## src/rtl/gshare_branch_predictor.sv

```systemverilog
// Gshare direction predictor with a tagged BTB: combinational next-PC, update on resolution.
// Optional BP_STATS_EN adds saturating update/mispredict counters.
module gshare_branch_predictor #(
  parameter int unsigned PC_WIDTH    = 32,
  parameter int unsigned BTB_ENTRIES = 32,
  parameter int unsigned GHR_BITS    = 5,
  parameter int unsigned CNT_BITS    = 2,
  localparam int unsigned IDX        = $clog2(BTB_ENTRIES)
) (
  input  logic                clk,
  input  logic                reset,
  input  logic [PC_WIDTH-1:0] fetch_pc,
  output logic [PC_WIDTH-1:0] predicted_pc,
  output logic [IDX-1:0]      pred_idx,
  input  logic                update_valid,
  input  logic [PC_WIDTH-1:0] update_pc,
  input  logic [IDX-1:0]      update_idx,
  input  logic                update_taken,
  input  logic [PC_WIDTH-1:0] update_target,
`ifdef BP_STATS_EN
  output logic [31:0]         stat_updates,
  output logic [31:0]         stat_mispredicts,
`endif
  output logic [GHR_BITS-1:0] ghr
);

  localparam int unsigned TAG_W = PC_WIDTH - IDX - 2;
  localparam logic [CNT_BITS-1:0] CNT_MAX = '1;
  localparam logic [CNT_BITS-1:0] CNT_WT  = CNT_BITS'(1) << (CNT_BITS - 1);
  localparam logic [CNT_BITS-1:0] CNT_WNT = CNT_WT - CNT_BITS'(1);

  logic [BTB_ENTRIES-1:0] valid_q;
  logic [TAG_W-1:0]       tag_q    [BTB_ENTRIES];
  logic [PC_WIDTH-1:0]    target_q [BTB_ENTRIES];
  logic [CNT_BITS-1:0]    cnt_q    [BTB_ENTRIES];
  logic [GHR_BITS-1:0]    ghr_q, ghr_d;

  logic [IDX-1:0]      f_idx;
  logic [TAG_W-1:0]    f_tag;
  logic                f_hit;
  logic [TAG_W-1:0]    u_tag;
  logic                u_hit;
  logic [CNT_BITS-1:0] u_cnt;
  logic [CNT_BITS-1:0] u_cnt_d;

  // Prediction reads pre-edge table contents; no bypass from a same-cycle update.
  always_comb begin
    f_idx        = fetch_pc[IDX+1:2] ^ IDX'(ghr_q);
    f_tag        = fetch_pc[PC_WIDTH-1:IDX+2];
    f_hit        = valid_q[f_idx] && (tag_q[f_idx] == f_tag);
    pred_idx     = f_idx;
    predicted_pc = fetch_pc + PC_WIDTH'(4);
    if (f_hit && cnt_q[f_idx][CNT_BITS-1]) begin
      predicted_pc = target_q[f_idx];
    end
  end

  always_comb begin
    u_tag   = update_pc[PC_WIDTH-1:IDX+2];
    u_hit   = valid_q[update_idx] && (tag_q[update_idx] == u_tag);
    u_cnt   = cnt_q[update_idx];
    u_cnt_d = u_cnt;
    if (update_taken) begin
      if (u_cnt != CNT_MAX) u_cnt_d = u_cnt + CNT_BITS'(1);
    end else begin
      if (u_cnt != '0) u_cnt_d = u_cnt - CNT_BITS'(1);
    end
    // Concatenate then truncate: keeps the low GHR_BITS, valid for GHR_BITS = 1 too.
    ghr_d = GHR_BITS'({ghr_q, update_taken});
  end

  always_ff @(posedge clk or posedge reset) begin
    if (reset) begin
      valid_q <= '0;
      ghr_q   <= '0;
      for (int unsigned i = 0; i < BTB_ENTRIES; i++) begin
        cnt_q[i] <= CNT_WNT;
      end
    end else if (update_valid) begin
      ghr_q <= ghr_d;
      if (u_hit) begin
        cnt_q[update_idx] <= u_cnt_d;
      end else if (update_taken) begin
        valid_q[update_idx] <= 1'b1;
        cnt_q[update_idx]   <= CNT_WT;
      end
    end
  end

  // Tag/target need no reset: they are only meaningful behind a set valid bit.
  always_ff @(posedge clk) begin
    if (update_valid && update_taken && !reset) begin
      target_q[update_idx] <= update_target;
      if (!u_hit) tag_q[update_idx] <= u_tag;
    end
  end

  assign ghr = ghr_q;

`ifdef BP_STATS_EN
  logic [31:0] upd_cnt_q;
  logic [31:0] mis_cnt_q;
  logic        u_pred_taken;
  logic        u_mispredict;

  always_comb begin
    u_pred_taken = u_hit && u_cnt[CNT_BITS-1];
    u_mispredict = (u_pred_taken != update_taken) ||
                   (u_pred_taken && update_taken && (target_q[update_idx] != update_target));
  end

  always_ff @(posedge clk or posedge reset) begin
    if (reset) begin
      upd_cnt_q <= '0;
      mis_cnt_q <= '0;
    end else if (update_valid) begin
      if (upd_cnt_q != '1) upd_cnt_q <= upd_cnt_q + 32'd1;
      if (u_mispredict && (mis_cnt_q != '1)) mis_cnt_q <= mis_cnt_q + 32'd1;
    end
  end

  assign stat_updates     = upd_cnt_q;
  assign stat_mispredicts = mis_cnt_q;
`endif

endmodule

```

## config.mk

```make
export PLATFORM = sky130hd
export DESIGN_NAME = gshare_branch_predictor
export DESIGN_NICKNAME = d
export VERILOG_FILES = /design/src/rtl/gshare_branch_predictor.sv
export SDC_FILE = /design/constraint.sdc
export NUM_CORES = 2
export LEC_CHECK = 0
export BUFFER_PORTS_ARGS = -buffer_cell sky130_fd_sc_hd__buf_2
export CORE_UTILIZATION = 28
export DETAILED_ROUTE_END_ITERATION = 12
export HOLD_SLACK_MARGIN = 0.03
export PLACE_DENSITY_LB_ADDON = 0.08
export SLEW_MARGIN = 20
export SYNTH_ARGS = -nofsm -noshare
export SYNTH_HDL_FRONTEND = slang
export SYNTH_SLANG_ARGS = --single-unit
```

## constraint.sdc

```tcl
create_clock -name clk -period 9 [get_ports clk]
set_input_delay 1.35 -clock clk [delete_from_list [all_inputs] [get_ports clk]]
set_output_delay 1.35 -clock clk [all_outputs]
set_load 0.005 [all_outputs]
```

Word level (Yosys, flattened, before mapping):

Memory sizes are Yosys's and may differ from the RTL's.
Index checks and enable logic that the tools add are counted.
W data, S select, Z words.

* $lt $le $gt $ge: 6
* reductions and logical operators: 12
* bitwise gates (word level): 8
* equal/unequal tests: 3
* add/subtract/negate cells: 3
* mux-type cells: 26

Operators by type and width (count)
* $mux W64: 2
* $bwmux W64: 1
* $or A32 B32 Y32: 2
* $eq A25 B25 Y1: 2
* $add A32 B3 Y32 const B: 1
* $and A32 B32 Y32: 1
* $mux W32: 1
* $not A32 Y32: 1
* $bmux W2 S5: 2
* $mux W2: 8
* $ge A6 B6 Y1 const B: 2
* $lt A5 B6 Y1 const B: 2
* $not A5 Y6: 2
* $bmux W1 S5: 2
* $demux W2 S5: 1
* $mux W1: 8
* $logic_and A1 B1 Y1: 7
* $lt A6 B1 Y1 const B: 1
* $demux W1 S5: 1
* $ge A5 B1 Y1 const B: 1
* $xor A5 B5 Y5: 1
* $reduce_bool A2 Y1: 2
* $reduce_and A3 Y1: 1
* $add A2 B1 Y2 const B: 1
* 5 further kinds: 5

* bits in registers: 101
* bits of input ports: 105
* memories: 2
* output and inout bits: 42
* bits in writable memories: 1824

Memories
* target_q: depth 32, bits a word 32, read ports 1, clocked after memory_dff 0, write ports 1, line 34 `logic [PC_WIDTH-1:0] target_q [BTB_ENTRIES];`
* tag_q: depth 32, bits a word 25, read ports 2, clocked after memory_dff 0, write ports 1, line 33 `logic [TAG_W-1:0] tag_q [BTB_ENTRIES];`

Longest topological paths before layout:

* word-level depth: 9
* gate-level depth with buffers: 16

Least setup slack after synthesis:

OpenSTA, ideal clock, no wires.

* path kind: input port to flip-flop
* from: input port update_idx[0]
* to: memory tag_q[10][0] in the netlist's numbering, enable pin
* path buffers: 6
* data arrival time: 6.509 ns
* data required time: 8.530 ns
* stages on the path: 14
* slack: 2.020 ns
* setup time: 0.470 ns
* path through: clkbuf_1 clkbuf_1 buf_2 buf_2 mux4_2 o22ai_1 nor2_1 nor4b_1 nand4_1 nor2_1 or2_2 clkbuf_1 clkbuf_1 nor4_1

* word-level cells in the longest chain between the ends: 6
* elaborated cells on any way between the ends: 8
* those cells by class: eq/ne: 1; mux: 5; reduce/logical: 1; memory: 1

RTL lines
* start, declared: line 17 `input logic [IDX-1:0] update_idx,`
* $mem_v2 Z32 W25 or $bmux W1 S5 (tied branches)
* $eq A25 B25 Y1 or $mux W1 (tied branches): line 60 `u_hit = valid_q[update_idx] && (tag_q[update_idx] == u_tag);`
* $logic_and A1 B1 Y1: line 60
* $mux W1: line 94 `if (!u_hit) tag_q[update_idx] <= u_tag;`
* $mux W1: line 92 `if (update_valid && update_taken && !reset) begin`
* $mux W1 (not written as such): line 94
* end, declared: line 33

Parallel ways exist; a longest one is shown, timed or not. The select of a mux whose other input is x is not followed.

Worst setup path after layout:

* from: input port fetch_pc[2]
* to: output port predicted_pc[3]

* word-level cells in the longest chain between the ends: 7
* elaborated cells on any way between the ends: 14
* those cells by class: add/sub: 1; eq/ne: 1; mux: 6; bitwise: 2; reduce/logical: 2; memory: 2

RTL lines
* start, declared: line 12 `input logic [PC_WIDTH-1:0] fetch_pc,`
* branches (longest 6 deep; another with $mem_v2 Z32 W25)
* $mux W32 (*): line 53 `if (f_hit && cnt_q[f_idx][CNT_BITS-1]) begin`
* end, declared: line 13 `output logic [PC_WIDTH-1:0] predicted_pc,`

Every way passes the cells marked *. The select of a mux whose other input is x is not followed.

==> summary.md <==
| Metric | Value |
|---|---|
| Status | finished clean |
| Final setup viols | 0 |
| Worst slew margin | 0.142 |
| First-pass GRT wire length | 406000 um |
| Area leader, netlist | edfxtp_1 |
| Post-synthesis sequential area ratio | 0.703 |
| Rows | a little under 200 |
| Largest cells by area after synthesis | edfxtp_1 67%, mux4_2 20%, dfrtp_1 2.1% |
| WS Path Type | input pin to primary output |
| Worst Tran Pin Value | ~1.3 ns |
| Post-route setup TNS | 0 ns |
| Layout Utilization | 0.330 |
| Routed Antenna Nets | 0 |
| Syn Inst Count | around 3900 |
| Cts hold-fix bufs | 0 |
| Final Instance Area | around 95000 um^2 |
| Clock Tree Root | clkbuf_16 |
| First-pass iteration count of the detailed router | 5 |
| RSZ-0062 raised after global routing | false |
| Avg Cell Area, Syn | ~21 um^2 |
| Port Buffers | roughly 140 |
| Total die area | about 290000 um^2 |
| Critical path required time | around 7.7 ns |
| Arr. time, crit path | roughly 6.1 ns |
| Global Route Usage Sum | 0.202 |
| Pwr dens | 234 nW/um^2 |
| Core area | 289000 um^2 |
| # H-tree levels | 4 |
| Nets | 4313 |
| Crit Path Max Fanout | 85 |
| CTS Buffer Depth | 4 |
| Die W | 542 um |
| Initial core utilization | 0.282 |
| DP Area | roughly 88000 um^2 |
| Overflow after GRT | 0 |
| Initial antenna violation count | 35 |
| Worst hold slack | 0.499 ns |
| Largest net degree at the start of global routing | 88 |
| Ys async rst share | 0.0525 |
| Max-Cap Viols | 0 |
| LEAKAGE | a little under 30 nW |
| Commonest cells in the netlist | 1824 x edfxtp_1, 737 x mux4_2, 169 x nand2_1 |
| Number of flops mapped to enable cells by yosys | around 1800 |
| HPWL Detailed | 172000 um |
| Synth unique cells | between 60 and 70 |
| Avg Vias per Cell | 5.26 |
| Area fraction of the dominant cell type after synthesis | 0.672 |
| Die Height | 542 um |
| Clock-pin slew on the worst setup and hold paths | about 0.060 ns |
| Share of layout cells above drive strength 1 | 0.365 |
| Boundary pin count | 147 |
| Layout Area Growth over Synthesis | 17.1% |
| Sink Count | around 1900 |
| CTS Buf Count | between 200 and 250 |
| FF+latch count, synth | between 1500 and 2000 |
| Gpl congestion | 0.775 |
| CTS tree | built |
| First-iteration detailed-routing DRC count | between 4000 and 5000 |
| Vias in the first global route | approximately 45000 |
| Fmax | 134 MHz |
| Setup ws final | approximately 1.6 ns |
| Pre-CTS setup slack | ~1.5 ns |
| Post-route clock period utilization | 0.826 |
| Clk_skew | a little under 0.09 ns |
| WL/cell | about 36 um |
| Post-cts gate resize count | 0 |
| Max-slew violation count | 0 |
| Crit path launch type | input pin |
| Syn_nets | between 3000 and 4000 |
| YS warnings | 0 |
| Worst skew pair latency | a little over 0.9 ns |
| Count leader, synth | edfxtp_1 |
| Most used DFF post-synth | edfxtp_1 |
| Vias | roughly 44000 |
| Critical Path End Type | primary output |
| WL final | between 200000 and 300000 um |
| Synthesized area | about 82000 um^2 |
| Final Hold Fails | 0 |
| Overall power | 22.3 mW |
| Post-CTS Setup Inserts | 0 |
| DRC | 0 |
| Worst min path class | flop to flop |
| Max IR drop VDD | approximately 150 uV |
| Placed cells | approximately 7900 |
| Fin cells | about 8300 |
| Minimum clock period | between 7 and 8 ns |
flip-flops by register name, indices dropped and copies added (netlist names):
| register | flops |
|---|---|
| tag_q | 800 |
| target_q | 1024 |
| cnt_q | 64 |
| valid_q | 32 |
| ghr | 5 |
final timing paths:
check	endpoint	slack [ns]	depth (start not counted)	startpoint
max	predicted_pc[3]	1.56	15	fetch_pc[2]
max in group asynchronous	cnt_q[23]	6.65	3	reset
min in group asynchronous	valid_q[26]	0.92	2	reset
min reg2reg	valid_q[9]	0.50	1	valid_q[9]
max reg2reg	tag_q[26][13]	3.75	12	tag_q[7][15]
min	valid_q[9]	0.50	1	valid_q[9]
cell type report:
type | instances | area [um^2]
Antenna cell | 4 | 10.0
Clock buffer | 277 | 5910
Clock inverter | 134 | 1210
Fill cell | 27600 | 193000
Inverter | 7 | 62.6
Multi-Input combinational cell | 1701 | 23600
Sequential cell | 1925 | 57300
Tap cell | 3880 | 4850
Timing Repair Buffer | 349 | 2470
kinds of logic after synthesis:
family,count (synthesis),share of synthesized area
adders and majority gates,1,0.000153
muxes,883,0.223
DFF,1925,0.703
xor gates and xnor gates,83,0.00924
AOI/OAI and AO/OA,244,0.0222
and+or+nand+nor,490,0.0284
buffers and inverters,266,0.0140
power breakdown:
group          leakage, nW  switching [mW]  internal, mW
combinational         8.57            2.05          1.32
clock                 3.49            3.81          5.18
sequential            17.6          0.0620          9.89
routing by layer:
| layer | vias up | global-route usage | part of all wire |
|---|---|---|---|
| li1 | 17300 | - | - |
| met3 | 342 | 0.0291 | 0.051 |
| met1 | 24500 | 0.286 | 0.45 |
| met5 | - | 0 | 0.00032 |
| met4 | 16 | 0.0587 | 0.032 |
| met2 | 1365 | 0.323 | 0.47 |
layout by cell type, fill, tap and decap left out, types with 14 or more instances in the layout:
cell type  instances
buf_2            137
a22oi_1          124
xnor2_1           27
nor4_2            29
clkinv_1          50
dfrtp_1           69
nor2_1            66
buf_4            195
o21ai_0           15
o21bai_1          32
mux4_2           737
bufinv_16         19
and3_1            15
dfstp_2           32
nand2_1          169
clkbuf_16        227
nand4_1           44
clkinv_2          49
clkbuf_1          46
xor2_1            51
buf_12            14
nor2_4            35
nand3_1           81
edfxtp_1        1824
mux2i_1           75
mux2_2            70
critical path: stages:
cell and delay, ns:
buf_2 0.17, xnor2_4 0.46, inv_16 0.28, buf_4 0.40
mux4_2 0.45, nand2_1 0.08, a21oi_1 0.08, a221oi_1 0.28
o211ai_1 0.33, xnor2_1 0.50, nand4_1 0.22, nor4_4 0.31
buf_12 0.30, mux2_1 0.36, buf_2 0.13
Power figures use the tool's default switching activity.
